--- src/rtl/minority_bist_pkg.sv ---
// Shared definitions for the minority-gate self-test block.
//   - state_t and the St* state constants of the sweep FSM
//   - NUM_VECTORS: number of input vectors in one sweep (all 3-bit patterns)
//   - minority_exp(): golden value of a 3-input minority gate
package minority_bist_pkg;

  localparam int unsigned NUM_VECTORS = 8;
  localparam int unsigned IdxW        = 3;
  localparam int unsigned ErrW        = 4;

  // Plain constants keep the encoding visible for legacy tools and waveform decoders.
  typedef logic [2:0] state_t;

  localparam state_t StIdle  = 3'd0;
  localparam state_t StApply = 3'd1;
  localparam state_t StWait  = 3'd2;
  localparam state_t StCheck = 3'd3;
  localparam state_t StDone  = 3'd4;

  // A minority gate is the inverse of a majority gate: high when fewer than two inputs are high.
  function automatic logic minority_exp(input logic [IdxW-1:0] v);
    logic maj;
    maj = (v[2] & v[1]) | (v[2] & v[0]) | (v[1] & v[0]);
    return ~maj;
  endfunction

endpackage

--- src/rtl/minority_bist_timer.sv ---
// Settle-time down-counter for the WAIT phase of the sweep.
//   clk_i     : clock
//   reset_i   : synchronous active-high reset
//   load_i    : reload the counter with SETTLE (held while not settling)
//   en_i      : count down by one per cycle, saturating at zero
//   expired_o : counter has reached zero
module minority_bist_timer #(
  parameter int unsigned SETTLE = 1
) (
  input  logic clk_i,
  input  logic reset_i,
  input  logic load_i,
  input  logic en_i,
  output logic expired_o
);

  logic [3:0] cnt_q, cnt_d;

  always_comb begin
    cnt_d = cnt_q;
    if (load_i) begin
      cnt_d = 4'(SETTLE);
    end else if (en_i && (cnt_q != 4'd0)) begin
      cnt_d = cnt_q - 4'd1;
    end
  end

  always_ff @(posedge clk_i) begin
    if (reset_i) begin
      cnt_q <= 4'(SETTLE);
    end else begin
      cnt_q <= cnt_d;
    end
  end

  assign expired_o = (cnt_q == 4'd0);

endmodule

--- src/rtl/minority_bist.sv ---
// Built-in self test for an external 3-input minority gate.
// On start, drives all eight input vectors in order, waits SETTLE cycles per vector, compares the
// gate output against the golden minority value and records mismatches.
//   clk, reset      : clock, synchronous active-high reset
//   start, abort    : begin a sweep (IDLE/DONE only) / cancel back to IDLE
//   y_dut           : output of the gate under test
//   a, b, c         : stimulus to the gate under test ({a,b,c} == vector index)
//   busy, done      : sweep in progress / sweep finished
//   pass            : finished sweep with no mismatches
//   err_count       : number of mismatching vectors
//   fail_vec        : bit i set when vector i mismatched
module minority_bist
  import minority_bist_pkg::*;
#(
  parameter int unsigned SETTLE = 1
) (
  input  logic       clk,
  input  logic       reset,
  input  logic       start,
  input  logic       abort,
  input  logic       y_dut,
  output logic       a,
  output logic       b,
  output logic       c,
  output logic       busy,
  output logic       done,
  output logic       pass,
  output logic [3:0] err_count,
  output logic [7:0] fail_vec
);

  state_t                   state_q, state_d;
  logic [IdxW-1:0]          idx_q, idx_d;
  logic [ErrW-1:0]          err_q, err_d;
  logic [NUM_VECTORS-1:0]   fail_q, fail_d;
  logic                     settling;
  logic                     expired;

  // Counter runs through APPLY so that exactly SETTLE cycles are spent in WAIT.
  assign settling = (state_q == StApply) || (state_q == StWait);

  minority_bist_timer #(
    .SETTLE (SETTLE)
  ) u_timer (
    .clk_i     (clk),
    .reset_i   (reset),
    .load_i    (~settling),
    .en_i      (settling),
    .expired_o (expired)
  );

  always_comb begin
    state_d = state_q;
    idx_d   = idx_q;
    err_d   = err_q;
    fail_d  = fail_q;

    case (state_q)
      StIdle, StDone: begin
        if (start) begin
          state_d = StApply;
          idx_d   = '0;
          err_d   = '0;
          fail_d  = '0;
        end
      end
      StApply: begin
        if (SETTLE == 0) begin
          state_d = StCheck;
        end else begin
          state_d = StWait;
        end
      end
      StWait: begin
        if (expired) begin
          state_d = StCheck;
        end
      end
      StCheck: begin
        if (y_dut != minority_exp(idx_q)) begin
          if (err_q < ErrW'(NUM_VECTORS)) begin
            err_d = err_q + 4'd1;
          end
          fail_d[idx_q] = 1'b1;
        end
        if (idx_q == IdxW'(NUM_VECTORS - 1)) begin
          state_d = StDone;
        end else begin
          state_d = StApply;
          idx_d   = idx_q + 3'd1;
        end
      end
      default: begin
        state_d = StIdle;
      end
    endcase

    // Abort overrides every transition, including an accepted start.
    if (abort) begin
      state_d = StIdle;
      idx_d   = '0;
      err_d   = '0;
      fail_d  = '0;
    end
  end

  always_ff @(posedge clk) begin
    if (reset) begin
      state_q <= StIdle;
      idx_q   <= '0;
      err_q   <= '0;
      fail_q  <= '0;
    end else begin
      state_q <= state_d;
      idx_q   <= idx_d;
      err_q   <= err_d;
      fail_q  <= fail_d;
    end
  end

  assign a         = idx_q[2];
  assign b         = idx_q[1];
  assign c         = idx_q[0];
  assign busy      = settling || (state_q == StCheck);
  assign done      = (state_q == StDone);
  assign pass      = done && (err_q == '0);
  assign err_count = err_q;
  assign fail_vec  = fail_q;

endmodule

--- config.mk ---
export PLATFORM = sky130hd
export DESIGN_NAME = minority_bist
export DESIGN_NICKNAME = d
export VERILOG_FILES = /design/src/rtl/minority_bist_pkg.sv /design/src/rtl/minority_bist_timer.sv /design/src/rtl/minority_bist.sv
export SDC_FILE = /design/constraint.sdc
export NUM_CORES = 1
export LEC_CHECK = 0
export CORE_MARGIN = 3
export CORE_UTILIZATION = 53
export DETAILED_ROUTE_END_ITERATION = 8
export PLACE_DENSITY_LB_ADDON = 0.1
export SLEW_MARGIN = 40
export SYNTH_ARGS = -nofsm -noshare
export SYNTH_HDL_FRONTEND = slang
export SYNTH_SLANG_ARGS = --single-unit
--- constraint.sdc ---
create_clock -name clk -period 3.18 [get_ports clk]
set_clock_uncertainty 0.15 [all_clocks]
set_input_delay 0.795 -clock clk [delete_from_list [all_inputs] [get_ports clk]]
set_output_delay 0.795 -clock clk [all_outputs]
set_load 0.05 [all_outputs]
After elaboration in Yosys (flattened, before gate mapping)
Cells that the tools add are included.
{ "word_totals": {"reg_bits": 22, "inputBits": 5, "out_inout_bits": 18, "word_cells": 63} }
{ "classes": {"n_bitwise": 8, "eq_ne": 11, "n_addsub": 3, "magnitude_cmp": 3, "n_mux": 16, "n_reduce_logical": 17} }
{ "op_table": {"columns": ["operator", "n"], "rows": [
  ["2-to-1 mux 8 bit", 2],
  ["case mux 8 bit (2 select lines)", 1],
  ["2-to-1 mux 3 bit", 5],
  ["2-to-1 mux 4 bit", 3],
  ["case mux 3 bit (4 select lines)", 1],
  ["!= test 2 bit (second input constant)", 5],
  ["logical NOT 4 bit", 2],
  ["OR 8 bit", 1],
  ["case mux 4 bit (2 select lines)", 1],
  ["== test 3 x 2 -> 1 bit (second input constant)", 2],
  ["== test 3 bit (second input constant)", 2],
  ["case mux 3 bit (2 select lines)", 1],
  ["AND reduction 3 bit", 2],
  ["OR reduction 2 bit", 3],
  ["adder 4 x 1 -> 4 bit (second input constant)", 1],
  ["< comparator 3 x 4 -> 1 bit (second input constant)", 1],
  ["< comparator 4 bit (second input constant)", 1],
  ["AND reduction 4 bit", 1],
  ["nonzero test 4 bit", 1],
  ["subtractor 4 x 1 -> 4 bit (second input constant)", 1],
  ["adder 3 x 1 -> 3 bit (second input constant)", 1],
  ["AND 1 bit", 3],
  ["demux 1 bit (select 3 bit)", 1],
  ["== test 3 x 1 -> 1 bit (second input constant)", 1],
  ["10 further kinds", 15]
]} }

Longest topological paths before layout
Gate-level depths: netlist (run 1).
{ "depth": {"word_depth": 7, "mapped_depth": 6, "mapped_depth_nobuf": 6} }

By module
From an unflattened synthesis (run 1), not the netlist that was laid out.
{ "hier_totals": {"hier_cells": 134, "area_unflattened_um2": 1182.4} }
{ "by_module_without_submodules": {"columns": ["module", "seq_area_each_um2", "cells_each", "n_inst", "area_per_inst_um2"], "rows": [
  ["minority_bist", 360.3, 110, 1, 968.4],
  ["minority_bist_timer", 80.1, 24, 1, 214.0]
]} }

Worst setup path after synthesis (run 1)
No wires, ideal clock.
{ "synth_path": {"kind": "register to output", "start": "reg err_q[0], in the netlist err_count[0]", "end": "out pass", "t_arrival_ps": 2376, "n_path_buf": 0, "path_slack_ps": -141, "path_stages_with_launch": 4, "required_ps": 2235, "cell_sequence": "dfxtp_1 inv_1 ha_1 nor4b_1"} }
{ "synth_between": {"elab_chain_len": 2} }
{ "synth_lines": {"columns": ["element", "line", "text"], "rows": [
  ["start, declared", "minority_bist.sv:34", "logic [ErrW-1:0] err_q, err_d;"],
  ["start signal, assigned", "minority_bist.sv:116", "err_q <= err_d;"],
  ["logical NOT 4 bit", "minority_bist.sv:126", "assign pass = done && (err_q == '0);"],
  ["logical AND 1 bit", "minority_bist.sv:126", null],
  ["end, declared", "minority_bist.sv:27", "output logic pass,"]
]} }
No other way between the ends.

Final worst setup path (run 1)
{ "layout_path": {"start": "reg state_q[0]", "end": "out pass"} }
{ "layout_between": {"elab_chain_len": 2} }
{ "layout_lines": {"columns": ["element", "line", "text"], "rows": [
  ["start, declared", "minority_bist.sv:32", "state_t state_q, state_d;"],
  ["start signal, assigned", "minority_bist.sv:109", "state_q <= StIdle;"],
  ["start signal, assigned", "minority_bist.sv:114", "state_q <= state_d;"],
  ["== test 3 bit", "minority_bist.sv:125", "assign done = (state_q == StDone);"],
  ["logical AND 1 bit", "minority_bist.sv:126", null]
]} }
No other way between the ends.

==> results of run 1 <==
## synthesized netlist by cell type (3+ instances only)
| master | instances |
|---|---|
| nand2b_1 | 3 |
| or2_2 | 3 |
| nor2_1 | 24 |
| a31oi_1 | 3 |
| clkbuf_1 | 3 |
| a21oi_1 | 7 |
| nor3_1 | 4 |
| inv_1 | 7 |
| ha_1 | 5 |
| a41oi_1 | 6 |
| nand4_1 | 3 |
| nand2_1 | 3 |
| and3_1 | 3 |
| dfxtp_1 | 22 |
## worst min-delay path: cells and delay by family, from the launching register on
kind               cells  cell delay, ns
DFF                    1            0.35
AOI/OAI and AO/OA      1            0.05
and+or+nand+nor        1            0.07
## through the flow
step,std cells,area (um2)
after floorplan,128,1110
after global placement,169,1330
after detailed placement,169,1330
after CTS,173,1380
after global routing,173,1380
final,173,1380
## path summary, 6_finish.rpt
check                            startpoint     endpoint  slack [ns]  depth (start not counted)
worst max-delay path             state_q[0]         pass        0.16                          4
worst min-delay path            fail_vec[1]  fail_vec[1]        0.35                          2
worst max register to register     idx_q[0]  fail_vec[4]        1.24                          5
worst min register to register  fail_vec[1]  fail_vec[1]        0.35                          2
## area by class of cell
class / count / area [um2]
Sequential cell: 22 / 440
Multi-Input combinational cell: 93 / 613
Tap cell: 25 / 31.3
Clock buffer: 3 / 22.5
Timing Repair Buffer: 22 / 220
Fill cell: 164 / 455
Inverter: 7 / 26.3
Clock inverter: 1 / 30.0
## logic make-up (layout without fill, tap and decap cells)
logic type | Yosys count | after routing | share of synthesized area [%]
XOR/XNOR | 2 | 2 | 1.58
buffers and inverters | 13 | 33 | 5.32
adder cells (fa/ha/maj) | 5 | 5 | 5.66
AND/OR/NAND/NOR | 57 | 57 | 27.3
multiplexers | 2 | 2 | 2.38
flip-flops | 22 | 22 | 39.8
AO/OA/AOI/OAI | 27 | 27 | 18.0
## power by group
group          leakage, nW  switching (mW)  internal (mW)
clock network       0.0279          0.0869          0.127
registers            0.178         0.00293          0.278
logic                0.311          0.0261         0.0188
## cells in the final DEF (no fill, tap or decap), types with 2 or more instances in the layout
| cell | synthesis | layout |
|---|---|---|
| and3_1 | 3 | 3 |
| nand4_1 | 3 | 3 |
| clkdlybuf4s50_1 | 0 | 22 |
| nor3_1 | 4 | 4 |
| nor2_1 | 24 | 24 |
| or3_1 | 2 | 2 |
| a21oi_1 | 7 | 7 |
| a22oi_1 | 2 | 2 |
| or2_2 | 3 | 3 |
| nor2b_1 | 2 | 2 |
| ha_1 | 5 | 5 |
| inv_1 | 7 | 7 |
| nand2b_1 | 3 | 3 |
| clkbuf_4 | 0 | 3 |
| a31oi_1 | 3 | 3 |
| a41oi_1 | 6 | 6 |
| nand2_1 | 3 | 3 |
| nand3_1 | 2 | 2 |
| dfxtp_1 | 22 | 22 |
## state kept, by name, summed over array words and instances (netlist names)
register and cells:
err_count 4, state_q 3, u_timer.cnt_q 4, idx_q 3
fail_vec 8
## layer usage
| metal | up-vias | part of all wire (%) | global-route usage, % |
|---|---|---|---|
| met5 | - | 0 | 0 |
| met4 | 0 | 0.59 | 7.86 |
| met3 | 2 | 4.0 | 2.87 |
| met2 | 22 | 49 | 32.4 |
| met1 | 474 | 46 | 24.4 |
| li1 | 506 | - | - |
==> metrics.md, run 1 <==
| Metric | Value |
|---|---|
| Buffers plus inverters on the worst setup path | `1` |
| Top_reg_cell synth | `dfxtp_1` |
| ANT nets after route | `0` |
| Required @ worst endpoint | `2.23 ns` |
| Fmax | `0.331 GHz` |
| Area Growth Syn to Fin | `25.1%` |
| Clock Path Buffers | `2` |
| CTS Sinks | `22` |
| 1st-pass router iterations | `4` |
| H-tree lvl count | `1` |
| Fin nets | `159` |
| Relative max-transition margin | `66.4%` |
| Final core occ | `75.2%` |
| Synthesized instance count | `128` |
| Post-synth EDFFs | `0` |
| Crit path largest cell delay | `0.83 ns` |
| Worst setup EP type | `output pin` |
| RSZ-0062 raised after global routing | `no` |
| WL/cell | `13.7 um` |
| Power density cells | `390 nW/um2` |
| Overall Power | `0.540 mW` |
| I/O pin cnt | `23` |
| Setup WS post-layout | `0.159 ns` |
| Area fraction of the dominant cell type after synthesis | `39.8%` |
| Die W | `51.7 um` |
| Total global-route track usage | `19.2%` |
| Cell taking the most area after synthesis | `dfxtp_1` |
| Post-CTS sizing | `0` |
| Status | `complete, no violations` |
| # Post-CTS Setup Buffers | `0` |
| Slew at the pin closest to its max-slew limit | `0.503 ns` |
| Maximum VDD drop | `0.318 mV` |
| Yosys reg bits | `22` |
| Tcrit/Tclk final | `95.0%` |
| Max Cap Violations | `0` |
| Initial antenna violation count | `0` |
| Root buffer cell | `clkbuf_4` |
| Avg Inst Size Synth | `8.64 um2` |
| Worst endpoint data arrival time | `2.08 ns` |
| Area of the die | `2670 um2` |
| Crit path launch type | `flip-flop` |
| Post-Place Worst Slack | `0.529 ns` |
| Hold Path Class | `reg -> reg` |
| Initial core utilization | `60.1%` |
| Slew Limit Fails | `0` |
| Crit path time final | `3.02 ns` |
| Input/output buffers | `22` |
| Vias per cell | `5.80` |
| Cells along the critical path | `nor2_1 > nand2_1 > nor4b_2 > clkdlybuf4s50_1` |
| LEAKAGE | `0.517 nW` |
| CP max-delay cell | `clkdlybuf4s50_1` |
| Pin count of the biggest net entering global routing | `14` |
| Detailed Place HPWL | `1740 um` |
| # diodes | `0` |
| Unique cell type count in the Yosys netlist | `41` |
| Mapped cell area | `1110 um2` |
| Synth top area cells | `dfxtp_1, nor2_1, ha_1` |
| CORE AREA | `1840 um2` |
| Wirelength, routed | `2370 um` |
| DR vias | `1,004` |
| Critical path's top delay family | `buffers and inverters` |
| Crit-path max FO | `7` |
| Ys Warns | `0` |
| CTS tree | `yes` |
| Setup violators final | `0` |
| Remaining routing DRC violations | `0` |
| Row cnt | `15` |
| Worst-skew pair later-pin latency | `0.31 ns` |
| Worst Hold Slack | `0.345 ns` |
| Iter 0 DRT Violations | `29` |
| Syn Nets | `138` |
| CTS clk-pin slew, worst paths | `0.13 ns` |
| Sum Neg Setup Slack | `0 ns` |
| Grt total ovfl | `0` |
| Seq/Total Area, Yosys | `39.8%` |
| Share of layout cells above drive strength 1 | `9.46%` |
| Type of the worst setup path | `reg -> out` |
| CTS Hold Bufs | `0` |
| Vias in the first global route | `877` |
| Gp weighted congestion | `0.789` |
| Post-synth ARST share | `0%` |
| Global-route wire length before repair | `3890 um` |
| Die H | `51.7 um` |
| Fin. Hold Viols | `0` |
| CTS Buf Count | `3` |
(Power assumes the default switching activity.)
==> inputs of run 2 (changes only) <==
- CORE_UTILIZATION: 53 -> 49
- clock period: 3.18 -> 2.8 ns (I/O delays scaled with it)
==> run 2 against run 1 <==
Against the previous run:
- worst hold slack worse by 0.011 ns
- non-clock buffer count rose by 1
- total power is 13% higher
- register-to-register slack worse by 0.44 ns
- utilization decreased by 7.1 points
- sequential power is 14% higher
- combinational power is 11% higher
- via count shrank 1.5%
- clock-buffer cell count stayed put
- critical path depth did not move
- critical endpoint is now done
- largest cell class unchanged
- highest routed layer unchanged
==> metrics.md, run 2 (synthesized netlist as in run 1, its figures left out) <==
| Metric | Value |
|---|---|
| Status | `complete, no violations` |
| Gp weighted congestion | `0.848 (+7.5%)` |
| Max reg flops | `8 (unchanged)` |
| RSZ-0062 raised after global routing | `no` |
| WL/cell | `12.4 um (-9.2%)` |
| Maximum VDD drop | `0.410 mV (+29%)` |
| Worst-skew pair later-pin latency | `0.31 ns (about the same)` |
| Worst setup EP type | `output pin` |
| Detailed Place HPWL | `1660 um (-4.5%)` |
| Grt total ovfl | `0 (unchanged)` |
| Dpl cells | `172 (+1.8%)` |
| Worst Hold Slack | `0.335 ns (-0.0108 ns)` |
| Setup violators final | `0 (unchanged)` |
| Hold Path Class | `reg -> reg` |
| Initial core utilization | `54.2% (-6.0 points)` |
| Post-CTS sizing | `0 (unchanged)` |
| CTS tree | `yes` |
| Commonest non-fill, non-tap cell in the layout | `nor2_1` |
| Area of the die | `2860 um2 (+7.2%)` |
| Remaining routing DRC violations | `0 (unchanged)` |
| Fillers | `175 (+6.7%)` |
| Final core occ | `68.1% (-7.1 points)` |
| Power density cells | `439 nW/um2 (+12%)` |
| Fin nets | `160 (+0.63%)` |
| H-tree lvl count | `1 (unchanged)` |
| ANT nets after route | `0 (unchanged)` |
| Slew at the pin closest to its max-slew limit | `0.501 ns (-0.00240 ns)` |
| DR vias | `989 (-1.5%)` |
| Vias per cell | `5.62 (-3.2%)` |
| # Post-CTS Setup Buffers | `0 (unchanged)` |
| Most frequent cells in the layout | `nor2_1, dfxtp_1, clkdlybuf4s50_1` |
| Wirelength, routed | `2190 um (-7.7%)` |
| I/O pin cnt | `23 (unchanged)` |
| 1st-pass router iterations | `4 (unchanged)` |
| CTS clk-pin slew, worst paths | `0.12 ns (about the same)` |
| Input/output buffers | `22 (unchanged)` |
| Sum Neg Setup Slack | `0 ns (unchanged)` |
| CTS Buf Count | `3 (unchanged)` |
| Crit path time final | `2.67 ns` |
| Crit-path max FO | `7 (unchanged)` |
| Required @ worst endpoint | `1.95 ns (-0.28 ns)` |
| CTS Hold Bufs | `0 (unchanged)` |
| # diodes | `0 (unchanged)` |
| CTS Sinks | `22 (unchanged)` |
| Total global-route track usage | `18.1% (-1.2 points)` |
| Fmax | `0.374 GHz` |
| Vias in the first global route | `874 (-0.34%)` |
| Initial antenna violation count | `0 (unchanged)` |
| Relative max-transition margin | `66.5% (+0.16 points)` |
| Overall Power | `0.610 mW (+13%)` |
| Share of layout cells above drive strength 1 | `10.7% (+1.3 points)` |
| LEAKAGE | `0.524 nW (+1.5%)` |
| Non-Filler Instances | `176 (+1.7%)` |
| Die H | `53.5 um (+3.5%)` |
| Pin count of the biggest net entering global routing | `14 (unchanged)` |
| Root buffer cell | `clkbuf_4` |
| CORE AREA | `2040 um2 (+11%)` |
| Worst endpoint data arrival time | `1.82 ns (-0.26 ns)` |
| Iter 0 DRT Violations | `13 (-55%)` |
| Fin. Hold Viols | `0 (unchanged)` |
| Crit path launch type | `flip-flop` |
| Row cnt | `16 (+1)` |
| Global-route wire length before repair | `3830 um (-1.6%)` |
| Max Cap Violations | `0 (unchanged)` |
| Die W | `53.5 um (+3.5%)` |
| Area Growth Syn to Fin | `25.8%` |
| Slew Limit Fails | `0 (unchanged)` |
| Type of the worst setup path | `reg -> out` |
| Tcrit/Tclk final | `95.4%` |
| Clock Path Buffers | `2 (unchanged)` |
==> run 2: changes by cell type in the layout (fill, tap and decap cells not counted) <==
cell / change
buf_4: +2
clkdlybuf4s50_1: -1
==> run 2: final timing paths <==
check	to	cells past startpoint	slack [ns]	startpoint
setup / recovery	done	4	0.13	state_q[0]
hold / removal	fail_vec[7]	2	0.33	fail_vec[7]
setup reg to reg	err_count[1]	5	0.80	idx_q[0]
hold reg to reg	fail_vec[7]	2	0.33	fail_vec[7]
==> run 2: layer usage <==
metal / wire length (um) / global-route usage, %
met1: 1030 / 22.0
met2: 1030 / 31.8
met3: 96 / 2.82
met4: 29 / 6.38
met5: 0 / 0
==> run 2: final cells by class <==
type                    count  area, um2  share of cell area, %
well taps                  27       33.8                   2.43
clock inverters             1       30.0                   2.16
clock buffers               3       22.5                   1.62
repair buffers             23        225                   16.2
inverters                   7       26.3                   1.89
multi-input cells          93        613                   44.1
flip-flops and latches     22        440                   31.7
==> run 2: stage by stage <==
step	setup WS [ns]	instance area [um2]
6_report	0.129	1390
5_1_grt	0.0379	1390
4_1_cts	0.116	1390
3_5_place_dp	0.331	1340
3_3_place_gp	0.373	1340
2_1_floorplan	0.282	1110
==> run 2: power breakdown <==
part | internal (mW) | switching (mW)
clock | 0.145 | 0.0967
sequential | 0.316 | 0.00312
combinational | 0.0214 | 0.0287
==> run 2: critical path, stage by stage (launching register included) <==
cell,delay (ns)
dfxtp_1,0.38
nor2_1,0.15
nand2_1,0.12
inv_1,0.07
clkdlybuf4s50_1,0.79
